===== src/rtl/hilo_div.sv =====
// hilo_div: radix-2 restoring signed/unsigned divider for the HI/LO path. Rev 1.0
// Optional feature: define HILO_DIV_ZERO_EN for a 1-cycle zero-divisor result with div_zero_o.
`default_nettype none

module hilo_div #(
  parameter int WIDTH = 32
) (
  input  logic               clk,
  input  logic               rst,
  input  logic               signed_i,
  input  logic [WIDTH-1:0]   opdata1_i,
  input  logic [WIDTH-1:0]   opdata2_i,
  input  logic               start_i,
  input  logic               annul_i,
  output logic [2*WIDTH-1:0] result_o,
  output logic               ready_o,
  output logic               busy_o,
  output logic               div_zero_o
);

  localparam int CNT_W = $clog2(WIDTH);
  localparam logic [CNT_W-1:0] LAST_STEP = CNT_W'(WIDTH - 1);

  typedef enum logic [1:0] {
    S_IDLE = 2'd0,
    S_BUSY = 2'd1,
    S_DONE = 2'd2
  } state_t;

  state_t               state_q, state_d;
  logic [CNT_W-1:0]     cnt_q, cnt_d;
  logic [WIDTH-1:0]     quo_q, quo_d;
  logic [WIDTH-1:0]     div_q, div_d;
  logic [WIDTH-1:0]     rem_q, rem_d;
  logic                 sgn_q, sgn_d;
  logic                 neg1_q, neg1_d;
  logic                 neg2_q, neg2_d;
  logic                 zero_q, zero_d;
  logic [2*WIDTH-1:0]   result_q, result_d;
`ifdef HILO_DIV_ZERO_EN
  logic                 dz_q, dz_d;
`endif

  logic [WIDTH-1:0]     op1_mag, op2_mag, rem_next, q_next, quot_fix, rem_fix;
  logic [WIDTH:0]       rem_trial;
  logic                 trial_ge, op2_zero;

  always_comb begin
    state_d  = state_q;
    cnt_d    = cnt_q;
    quo_d    = quo_q;
    div_d    = div_q;
    rem_d    = rem_q;
    sgn_d    = sgn_q;
    neg1_d   = neg1_q;
    neg2_d   = neg2_q;
    zero_d   = zero_q;
    result_d = result_q;
`ifdef HILO_DIV_ZERO_EN
    dz_d     = dz_q;
`endif

    op1_mag  = (signed_i && opdata1_i[WIDTH-1]) ? -opdata1_i : opdata1_i;
    op2_mag  = (signed_i && opdata2_i[WIDTH-1]) ? -opdata2_i : opdata2_i;
    op2_zero = (opdata2_i == '0);

    // The dividend register doubles as the quotient shift register.
    rem_trial = {rem_q, quo_q[WIDTH-1]};
    trial_ge  = (rem_trial >= {1'b0, div_q});
    rem_next  = trial_ge ? (rem_trial[WIDTH-1:0] - div_q) : rem_trial[WIDTH-1:0];
    q_next    = {quo_q[WIDTH-2:0], trial_ge};
    quot_fix  = (sgn_q && (neg1_q ^ neg2_q)) ? -q_next : q_next;
    rem_fix   = (sgn_q && neg1_q) ? -rem_next : rem_next;

    case (state_q)
      S_IDLE: begin
        if (start_i && !annul_i) begin
          state_d = S_BUSY;
          cnt_d   = '0;
          rem_d   = '0;
          sgn_d   = signed_i;
          neg1_d  = signed_i & opdata1_i[WIDTH-1];
          neg2_d  = signed_i & opdata2_i[WIDTH-1];
          zero_d  = op2_zero;
          // A zero divisor keeps the raw dividend so it falls out as the remainder.
          quo_d   = op2_zero ? opdata1_i : op1_mag;
          div_d   = op2_mag;
        end
      end
      S_BUSY: begin
        if (annul_i) begin
          state_d = S_IDLE;
        end
`ifdef HILO_DIV_ZERO_EN
        else if (zero_q) begin
          state_d  = S_DONE;
          result_d = '0;
          dz_d     = 1'b1;
        end
`endif
        else begin
          cnt_d = cnt_q + 1'b1;
          rem_d = rem_next;
          quo_d = q_next;
          if (cnt_q == LAST_STEP) begin
            state_d  = S_DONE;
            result_d = zero_q ? {rem_next, {WIDTH{1'b1}}} : {rem_fix, quot_fix};
          end
        end
      end
      S_DONE: begin
        if (!start_i) begin
          state_d = S_IDLE;
`ifdef HILO_DIV_ZERO_EN
          dz_d    = 1'b0;
`endif
        end
      end
      default: state_d = S_IDLE;
    endcase
  end

  always_ff @(posedge clk or negedge rst) begin
    if (!rst) begin
      state_q  <= S_IDLE;
      cnt_q    <= '0;
      quo_q    <= '0;
      div_q    <= '0;
      rem_q    <= '0;
      sgn_q    <= 1'b0;
      neg1_q   <= 1'b0;
      neg2_q   <= 1'b0;
      zero_q   <= 1'b0;
      result_q <= '0;
`ifdef HILO_DIV_ZERO_EN
      dz_q     <= 1'b0;
`endif
    end else begin
      state_q  <= state_d;
      cnt_q    <= cnt_d;
      quo_q    <= quo_d;
      div_q    <= div_d;
      rem_q    <= rem_d;
      sgn_q    <= sgn_d;
      neg1_q   <= neg1_d;
      neg2_q   <= neg2_d;
      zero_q   <= zero_d;
      result_q <= result_d;
`ifdef HILO_DIV_ZERO_EN
      dz_q     <= dz_d;
`endif
    end
  end

  assign result_o = result_q;
  assign busy_o   = (state_q == S_BUSY);
  assign ready_o  = (state_q == S_DONE);
`ifdef HILO_DIV_ZERO_EN
  assign div_zero_o = dz_q;
`else
  assign div_zero_o = 1'b0;
`endif

endmodule

`default_nettype wire

===== config.mk =====
export PLATFORM = sky130hd
export DESIGN_NAME = hilo_div
export DESIGN_NICKNAME = d
export VERILOG_FILES = /design/src/rtl/hilo_div.sv
export SDC_FILE = /design/constraint.sdc
export NUM_CORES = 1
export LEC_CHECK = 0
export CAP_MARGIN = 20
export CORE_UTILIZATION = 40
export CTS_BUF_LIST = sky130_fd_sc_hd__clkbuf_2
export DETAILED_ROUTE_END_ITERATION = 8
export GPL_TIMING_DRIVEN = 0
export HOLD_SLACK_MARGIN = 0.15
export PLACE_DENSITY_LB_ADDON = 0.1
export SLEW_MARGIN = 30
export SYNTH_ARGS = -nofsm -noshare
export SYNTH_HDL_FRONTEND = slang
export SYNTH_SLANG_ARGS = --single-unit
export TNS_END_PERCENT = 5

===== constraint.sdc =====
create_clock -name clk -period 12.1 [get_ports clk]
set_input_delay 3.63 -clock clk [delete_from_list [all_inputs] [get_ports clk]]
set_output_delay 3.63 -clock clk [all_outputs]
set_load 0.02 [all_outputs]

## After elaboration in Yosys (flattened, before gate mapping)

Index checks and enable logic that the tools add are counted.

- Register bits: 171
- Input bits: 69
- Output and inout port bits: 67
- Logic and storage cells: 62

- Add/subtract/negate cells: 6
- Reduce and logical (&&, ||, !) cells: 13
- Eq/ne operators: 7
- Magnitude comparators: 1
- Multiplexer cells: 21
- Bitwise operators: 4

Operators by type and width:

| cell | number |
|---|---|
| 32-bit 2-to-1 mux | 10 |
| 32-bit negation | 4 |
| 32-bit one-hot mux with 2 select lines | 2 |
| 64-bit 2-to-1 mux | 1 |
| 33-bit by 32-bit >= comparator with 1-bit output | 1 |
| 32-bit logical NOT | 1 |
| 32-bit subtractor | 1 |
| 5-bit 2-to-1 mux | 2 |
| 5-bit one-hot mux with 2 select lines | 1 |
| 3-bit AND reduction | 3 |
| 2-bit 2-to-1 mux | 4 |
| 2-bit != test (second input constant) | 3 |
| 2-bit one-hot mux with 3 select lines | 1 |
| 5-bit by 1-bit adder with 5-bit output (second input constant) | 1 |
| 5-bit == test (second input constant) | 1 |
| 1-bit logical AND | 5 |
| 3-bit by 2-bit != test with 1-bit output (second input constant) | 1 |
| 1-bit AND | 2 |
| 2-bit by 1-bit == test with 1-bit output (second input constant) | 1 |
| 2-bit == test (second input constant) | 1 |
| 2-bit logical NOT | 1 |
| 2-bit AND reduction | 1 |
| 2-bit nonzero test | 1 |
| 1-bit logical NOT | 1 |
| other kinds (2) | 2 |

## Logic depth before layout (Yosys ltp)

Gate-level depths: netlist (run 1).

- Word-level depth: 5
- Gate-level depth with buffers: 25
- Depth with buffers taken out: 19

## Worst setup path before layout (run 1)

OpenSTA, ideal clock, no wires.

- Path kind: input -> register
- From: input port opdata2_i[11]
- To: register quo_q[25]
- Required time: 12017 ps
- Arrival time: 6269 ps
- Library setup time: 83 ps
- Path buffers: 2
- Slack: 5748 ps
- Stages: 13
- Path through: or4_1 nor4_1 nand3_1 or3_1 nor3_1 nand2_1 and3_1 clkbuf_1 clkbuf_1 o31ai_1 xnor2_1 nor2_1 o21ai_0

- Cells in the longest elaborated chain, start to end: 4

RTL lines:

| item | RTL line | text |
|---|---|---|
| start, declared | 12 | `input logic [WIDTH-1:0] opdata2_i,` |
| 32-bit logical NOT | 65 | `op2_zero = (opdata2_i == '0);` |
| 32-bit 2-to-1 mux | 86 | `quo_d = op2_zero ? opdata1_i : op1_mag;` |
| 32-bit 2-to-1 mux | 77 | `if (start_i && !annul_i) begin` |
| 32-bit one-hot mux with 2 select lines | 75 | `case (state_q)` |
| end signal, assigned | 141 | `quo_q <= quo_d;` |
| end, declared | 32 | `logic [WIDTH-1:0] quo_q, quo_d;` |

Every way passes these cells. The select of a mux whose other input is x is not followed.
A chain may end at the register's enable or synchronous reset.

## Final worst setup path (run 1)

- From: input port opdata2_i[11]
- To: register quo_q[29]

Same word-level chain as after synthesis.

==> results.md, run 1 <==
* Via count at 11.6k
* Gates resized, CTS repair at 0
* Die width at 175 um
* # IOs at 136
* Core ar. at 29100 um^2
* Setup ws final at 5.01 ns
* WS Path Type: primary input to flop
* Final TNS setup at 0 ns
* Total track usage at 25.0%
* WL/cell at 18.4 um
* Worst Max-Slew Pin Slew at 0.861 ns
* Final Hold Vio Count at 0
* Vias in the first global route at 10.7k
* Post-DRT Antenna Nets at 0
* Period utilization at 58.6%
* Relative slew slack at 41.9%
* CTS Root Cell: clkbuf_2
* CTS Buf Count at 17
* Number of buffers added for setup after CTS at 0
* Final Skew at 0.0812 ns
* Achievable frequency at 141 MHz
* Post-Syn Area at 12000 um^2
* Ys async rst share at 100%
* Most common cell in the netlist: nand2_1
* Post-synth top area share at 35.8%
* Initial antenna violation count at 1
* Worst min path class: flop to flop
* Area leader, netlist: dfrtp_1
* Pin count of the biggest net entering global routing at 80
* Synth warnings at 0
* Reg area at 4280 um^2
* R2R depth at 22
* Routed WL at 37.7 mm
* FF+latch count, synth at 171
* Power per cell area at 186 nW/um^2
* Synth Area per Inst at 7.96 um^2
* Most frequent cells after synthesis: 222 x nand2_1, 206 x o21ai_0, 171 x dfrtp_1
* Crit path capture: quo_q[29]$_DFFE_PN0P_
* Iter 0 DRT Violations at 830
* Pre-CTS setup slack at 4.17 ns
* Post-synth EDFFs at 0
* Clock H-tree levels at 4
* Sink Count at 171
* Seq/Total Area, Yosys at 35.8%
* Die Span Y at 175 um
* Critical-path top delay cell: or4_1
* HPWL Detailed at 29.6 mm
* Peak supply drop at 0.0677 mV
* Synth area leaders: dfrtp_1 36%, o21ai_0 8.6%, nand2_1 7.0%, xnor2_1 5.6%, a21oi_1 4.3%
* Cells after Synth at 1503
* Worst R2R Start: rem_q[15]$_DFFE_PN0P_
* IO buf count at 133
* Drt drc at 0
* Critical Path Start: opdata2_i[11]
* Final nets at 1766
* GP Congestion at 0.917
* CTS tree: yes
* Share of layout cells above drive strength 1 at 4.97%
* Setup crit end kind: flop
* DIE AREA at 30600 um^2
* FF-to-FF setup slack at 5.15 ns
* Hold_buf cts at 0
* Most used cell along the critical path: clkbuf_1
* Final hold slack at 0.517 ns
* First-pass GRT wire length at 59.9 mm
* Min Clock Period, post-route at 7.09 ns
* Largest stage delay, worst path at 0.56 ns
* CTS Buffer Depth at 2
* Starting density of the core at 41.1%
* DRT Pass-1 Iters at 5
* Synthesis-to-finish area growth at 18.0%
* # fillers at 2961
* Netlist cell types at 81
* Area of the multi-input gates at 7130 um^2
* CP Cell Sequence: clkdlybuf4s50_1 > or4_1 > nor4_1 > nand3_1 > or3_1 > nor3_1 > nand2_1 > and3_1 > clkbuf_1 > clkbuf_1 > o31ai_1 > xnor2_1 > nor2_1 > o21ai_0
* Clk slew on worst S/H paths at 0.30 ns
* Leak Pwr at 0.00601 uW
* Unrepaired setup endpoints after global routing: no
* Ys flop type: dfrtp_1
* CP startpoint kind: primary input
* Total global routing overflow at 0
* Syn_nets at 1611
* Crit path max fanout at 10
* Via-to-Cell Ratio at 5.63
* FF-to-FF End: result_o[60]$_DFFE_PN0P_
* Final slew viol count at 0
* Latest clock arrival within the worst-skew pair at 0.82 ns
* CP arrival at 7.83 ns
* CP Data Required Time at 12.84 ns
* Status: complete, no violations
* Final setup violation count at 0
* Row count at 62
* Max Cap Viol at 0
worst min path at each step:
stage                                     to  cells past startpoint                     start
floorplan               cnt_q[4]$_DFFE_PN0P_                      2      cnt_q[4]$_DFFE_PN0P_
global placement        cnt_q[4]$_DFFE_PN0P_                      2      cnt_q[4]$_DFFE_PN0P_
detailed placement      div_q[3]$_DFFE_PN0P_                      2      div_q[3]$_DFFE_PN0P_
CTS                 result_o[49]$_DFFE_PN0P_                      2  result_o[49]$_DFFE_PN0P_
global route            cnt_q[4]$_DFFE_PN0P_                      2      cnt_q[4]$_DFFE_PN0P_
finish                 div_q[21]$_DFFE_PN0P_                      2     div_q[21]$_DFFE_PN0P_
power by group:
group	switching (uW)	total (uW)	internal [uW]
clock	249	338	88.2
combinational	961	1530	567
sequential	108	761	654
total	1320	2630	1310
cell type report:
cell class	count	share of cell area, %
plain buffers	82	2.49
well taps	384	3.41
clock inverters	15	1.22
repair buffers	136	9.90
flip-flops and latches	171	30.3
diodes	1	0.0177
clock buffers	17	0.603
multi-input cells	1193	50.5
inverters	57	1.52
per-layer routing:
metal  up-vias  GRT usage [%]  part of all wire, %
met3        44           4.90                  6.8
li1       5611              -                    -
met2       392           36.9                   43
met1      5524           36.8                   48
met4         0           6.81                  1.7
met5         -              0                    0
worst max-delay path: cells and delay by family:
family / cells / cell delay, ns
simple gates: 8 / 2.56
buf+inv: 3 / 1.11
compound gates: 2 / 0.34
xor+xnor: 1 / 0.17
flip-flops by register name (all words and copies together), names as in the netlist:
signal    count
rem_q        32
zero_q        1
result_o     64
div_q        32
state_q       2
quo_q        32
sgn_q         1
cnt_q         5
neg2_q        1
neg1_q        1
layout by cell type, fill, tap and decap left out, types with 6 or more instances in the layout:
cell type,count
a211o_1,6
a21o_1,18
a21oi_1,103
a22o_1,12
a31oi_1,17
and2_1,10
and3_1,8
and4_1,6
buf_2,12
buf_4,6
clkbuf_1,60
clkbuf_2,17
clkdlybuf4s50_1,132
dfrtp_1,171
ha_1,38
inv_1,55
mux2i_1,16
nand2_1,222
nand2b_1,11
nand3_1,23
nand4_1,13
nor2_1,133
nor3_1,33
nor4_1,20
o211ai_1,6
o21ai_0,206
o31ai_1,23
o41ai_1,6
or2_2,11
or3_1,20
or4_1,10
xnor2_1,77
xor2_1,57
stage by stage:
stage	cells	total power, uW	area [um^2]	util [%]
after detailed placement	2023	2270	13800	47.6
after CTS	2055	2610	14100	48.5
after global routing	2056	2830	14100	48.5
after floorplan	1503	1820	12000	-
after global placement	2020	2250	13800	47.3
final	2056	2630	14100	48.5
cell families (layout without fill, tap and decap cells):
group                    after synthesis  count (layout)  synth area share (%)
adder cells (fa/ha/maj)               39              39                  4.14
flip-flops                           171             171                  35.8
AND/OR/NAND/NOR                      548             548                  21.4
buffers and inverters                139             307                  4.73
other                                  1               2                0.0314
XOR/XNOR                             134             134                  9.81
multiplexers                          18              18                  1.53
AO/OA/AOI/OAI                        453             453                  22.6
Note: power is estimated with default switching activity, not from simulation.
==> run 2, diff against run 1 <==
- clock period: 12.1 -> 6.5 ns (I/O delays scaled with it)
==> run 2 against run 1 <==
  * Die area is the same
  * Critical path type is now flop to flop
  * Critical endpoint is now result_o[60]$_DFFE_PN0P_
  * First-iteration DRC count grew 5.1%
  * Hold slack is essentially flat
==> results.md, run 2 (synthesis gave the netlist of run 1 again) <==
* Dpl cells at 2023 (unchanged)
* GR Util met3 at 4.77% (-0.13 points)
* CTS Root Cell: clkbuf_2
* Commonest non-fill, non-tap cell in the layout: nand2_1
* Critical-path top delay cell: dfrtp_1
* Die width at 175 um (unchanged)
* Most used cell along the critical path: buf_2
* CP Cell Sequence: ha_1 > a21oi_1 > o21ai_0 > a21o_1 > a211oi_2 > nand3_2 > inv_2 > buf_2 > buf_2 > buf_2 > mux2i_1 > ha_1 > nor3b_1 > nand2_1 > nor3_1 > nand3_1 > o31a_1 > nor4_2 > a31oi_1 > xnor2_1 > o21ai_0
* R2R depth at 21 (-4.5%)
* Most used routing layer: met2
* CP arrival at 6.88 ns (-0.95 ns)
* Iter 0 DRT Violations at 872 (+5.1%)
* Synthesis-to-finish area growth at 18.1% (about the same)
* Final nets at 1765 (-0.057%)
* Unrepaired setup endpoints after global routing: no
* Worst hold endpoint: div_q[21]$_DFFE_PN0P_
* FF-to-FF setup slack at 0.33 ns (-4.82 ns)
* Period utilization at 94.9%
* Initial antenna violation count at 1 (unchanged)
* Achievable frequency at 162 MHz
* Max Cap Viol at 0 (unchanged)
* Largest stage delay, worst path at 0.53 ns (-0.03 ns)
* Gates resized, CTS repair at 1 (+1)
* # IOs at 136 (unchanged)
* Total track usage at 25.0% (about the same)
* Final slew viol count at 0 (unchanged)
* CP Data Required Time at 7.21 ns (-5.63 ns)
* Final setup violation count at 0 (unchanged)
* Leak Pwr at 0.00601 uW (+0.12%)
* Worst Max-Slew Pin Slew at 0.850 ns (-0.0106 ns)
* DIE AREA at 30600 um^2 (unchanged)
* Clock H-tree levels at 4 (unchanged)
* WS Path Type: flop to flop
* Setup ws final at 0.329 ns (-4.69 ns)
* Sink Count at 171 (unchanged)
* CTS tree: yes
* Peak supply drop at 0.126 mV (+86%)
* IO buf count at 133 (unchanged)
* Total global routing overflow at 0 (unchanged)
* Via count at 11.5k (-0.73%)
* GR Layer Usage met1 at 36.9% (+0.083 points)
* Clk slew on worst S/H paths at 0.30 ns (about the same)
* Starting density of the core at 41.1% (unchanged)
* Worst R2R Start: rem_q[15]$_DFFE_PN0P_
* HP Start: div_q[21]$_DFFE_PN0P_
* Placed Area at 13800 um^2 (unchanged)
* Vias in the first global route at 10.7k (-0.0093%)
* Final Cell Area at 14100 um^2 (about the same)
* Pin count of the biggest net entering global routing at 80 (unchanged)
* DRT Pass-1 Iters at 7 (+2)
* Final TNS setup at 0 ns (unchanged)
* WL/cell at 18.4 um (about the same)
* Relative slew slack at 42.6% (+0.71 points)
* Row count at 62 (unchanged)
* Hold_buf cts at 0 (unchanged)
* Worst min path class: flop to flop
* Number of buffers added for setup after CTS at 0 (unchanged)
* Post-DRT Antenna Nets at 0 (unchanged)
* Die Span Y at 175 um (unchanged)
* Fin cells at 2055 (-0.049%)
* Max reg flops at 64 (unchanged)
* GP Congestion at 0.917 (unchanged)
* Core ar. at 29100 um^2 (unchanged)
* Min Clock Period, post-route at 6.17 ns
* Hold depth at 2 (unchanged)
* Power per cell area at 347 nW/um^2 (+86%)
* CTS Buffer Depth at 2 (unchanged)
* FF-to-FF End: result_o[60]$_DFFE_PN0P_
* Routed WL at 37.7 mm (about the same)
* Status: complete, no violations
* First-pass GRT wire length at 59.9 mm (unchanged)
* Via-to-Cell Ratio at 5.59 (-0.68%)
* Latest clock arrival within the worst-skew pair at 0.82 ns (about the same)
* Share of layout cells above drive strength 1 at 5.21% (+0.24 points)
* Final Skew at 0.0785 ns (-0.00272 ns)
* M2 GR Usage at 37.0% (+0.050 points)
* Highest-count cells in the layout ignoring fill and taps: 222 x nand2_1, 206 x o21ai_0, 171 x dfrtp_1
* CP startpoint kind: flop
* Setup crit end kind: flop
* HPWL Detailed at 29.6 mm (unchanged)
* Drt drc at 0 (unchanged)
* Crit path max fanout at 18 (+8)
* Pre-CTS setup slack at -0.173 ns (-4.35 ns)
* CTS Buf Count at 17 (unchanged)
* Final Hold Vio Count at 0 (unchanged)
-- run 2: critical path: cells and delay by family, from the launching register on --
kind / cells / cell delay, ns
AOI/OAI and AO/OA: 7 / 1.60
and+or+nand+nor: 6 / 1.56
muxes: 1 / 0.33
xor gates and xnor gates: 1 / 0.23
DFF: 1 / 0.53
adders and majority gates: 2 / 0.62
buffers and inverters: 4 / 1.23
-- run 2: worst max path at each step --
stage                          start                       end  slack [ns]  cells past startpoint
6_report       rem_q[15]$_DFFE_PN0P_  result_o[60]$_DFFE_PN0P_        0.33                     21
5_1_grt        rem_q[22]$_DFFE_PN0P_  result_o[58]$_DFFE_PN0P_        0.06                     22
4_1_cts        rem_q[15]$_DFFE_PN0P_  result_o[60]$_DFFE_PN0P_        0.03                     22
3_5_place_dp   rem_q[18]$_DFFE_PN0P_  result_o[60]$_DFFE_PN0P_       -0.17                     22
3_3_place_gp                     rst  result_o[28]$_DFFE_PN0P_       -4.01                      1
2_1_floorplan  rem_q[29]$_DFFE_PN0P_  result_o[62]$_DFFE_PN0P_        1.59                     22
-- run 2: where the power goes --
group	switching (uW)	internal (uW)	total, uW
Sequential	200	1220	1420
Clock	462	164	626
Combinational	1800	1060	2860
Total	2460	2440	4900
-- run 2: stage by stage --
| stage | util (%) | total power, uW | hold slack (ns) |
|---|---|---|---|
| detailed placement | 47.6 | 4230 | 0.470 |
| global placement | 47.3 | 4200 | 0.459 |
| floorplan | - | 3390 | 0.445 |
| global route | 48.5 | 5270 | 0.545 |
| finish | 48.5 | 4900 | 0.517 |
| CTS | 48.5 | 4860 | 0.526 |
-- run 2: cell type report --
type | count | area (um^2)
well taps | 384 | 480
clock inverters | 15 | 173
fillers | 2966 | 15000
clock buffers | 17 | 85.1
diodes | 1 | 2.50
plain buffers | 81 | 350
multi-input cells | 1193 | 7140
inverters | 57 | 214
flip-flops and latches | 171 | 4280
repair buffers | 136 | 1400
-- run 2: layer usage --
layer	wire length (um)	vias up	share of wire, %
met5	0	-	0
met4	605	0	1.6
met3	2380	38	6.3
met2	16300	354	43
met1	18500	5489	49
li1	-	5606	-
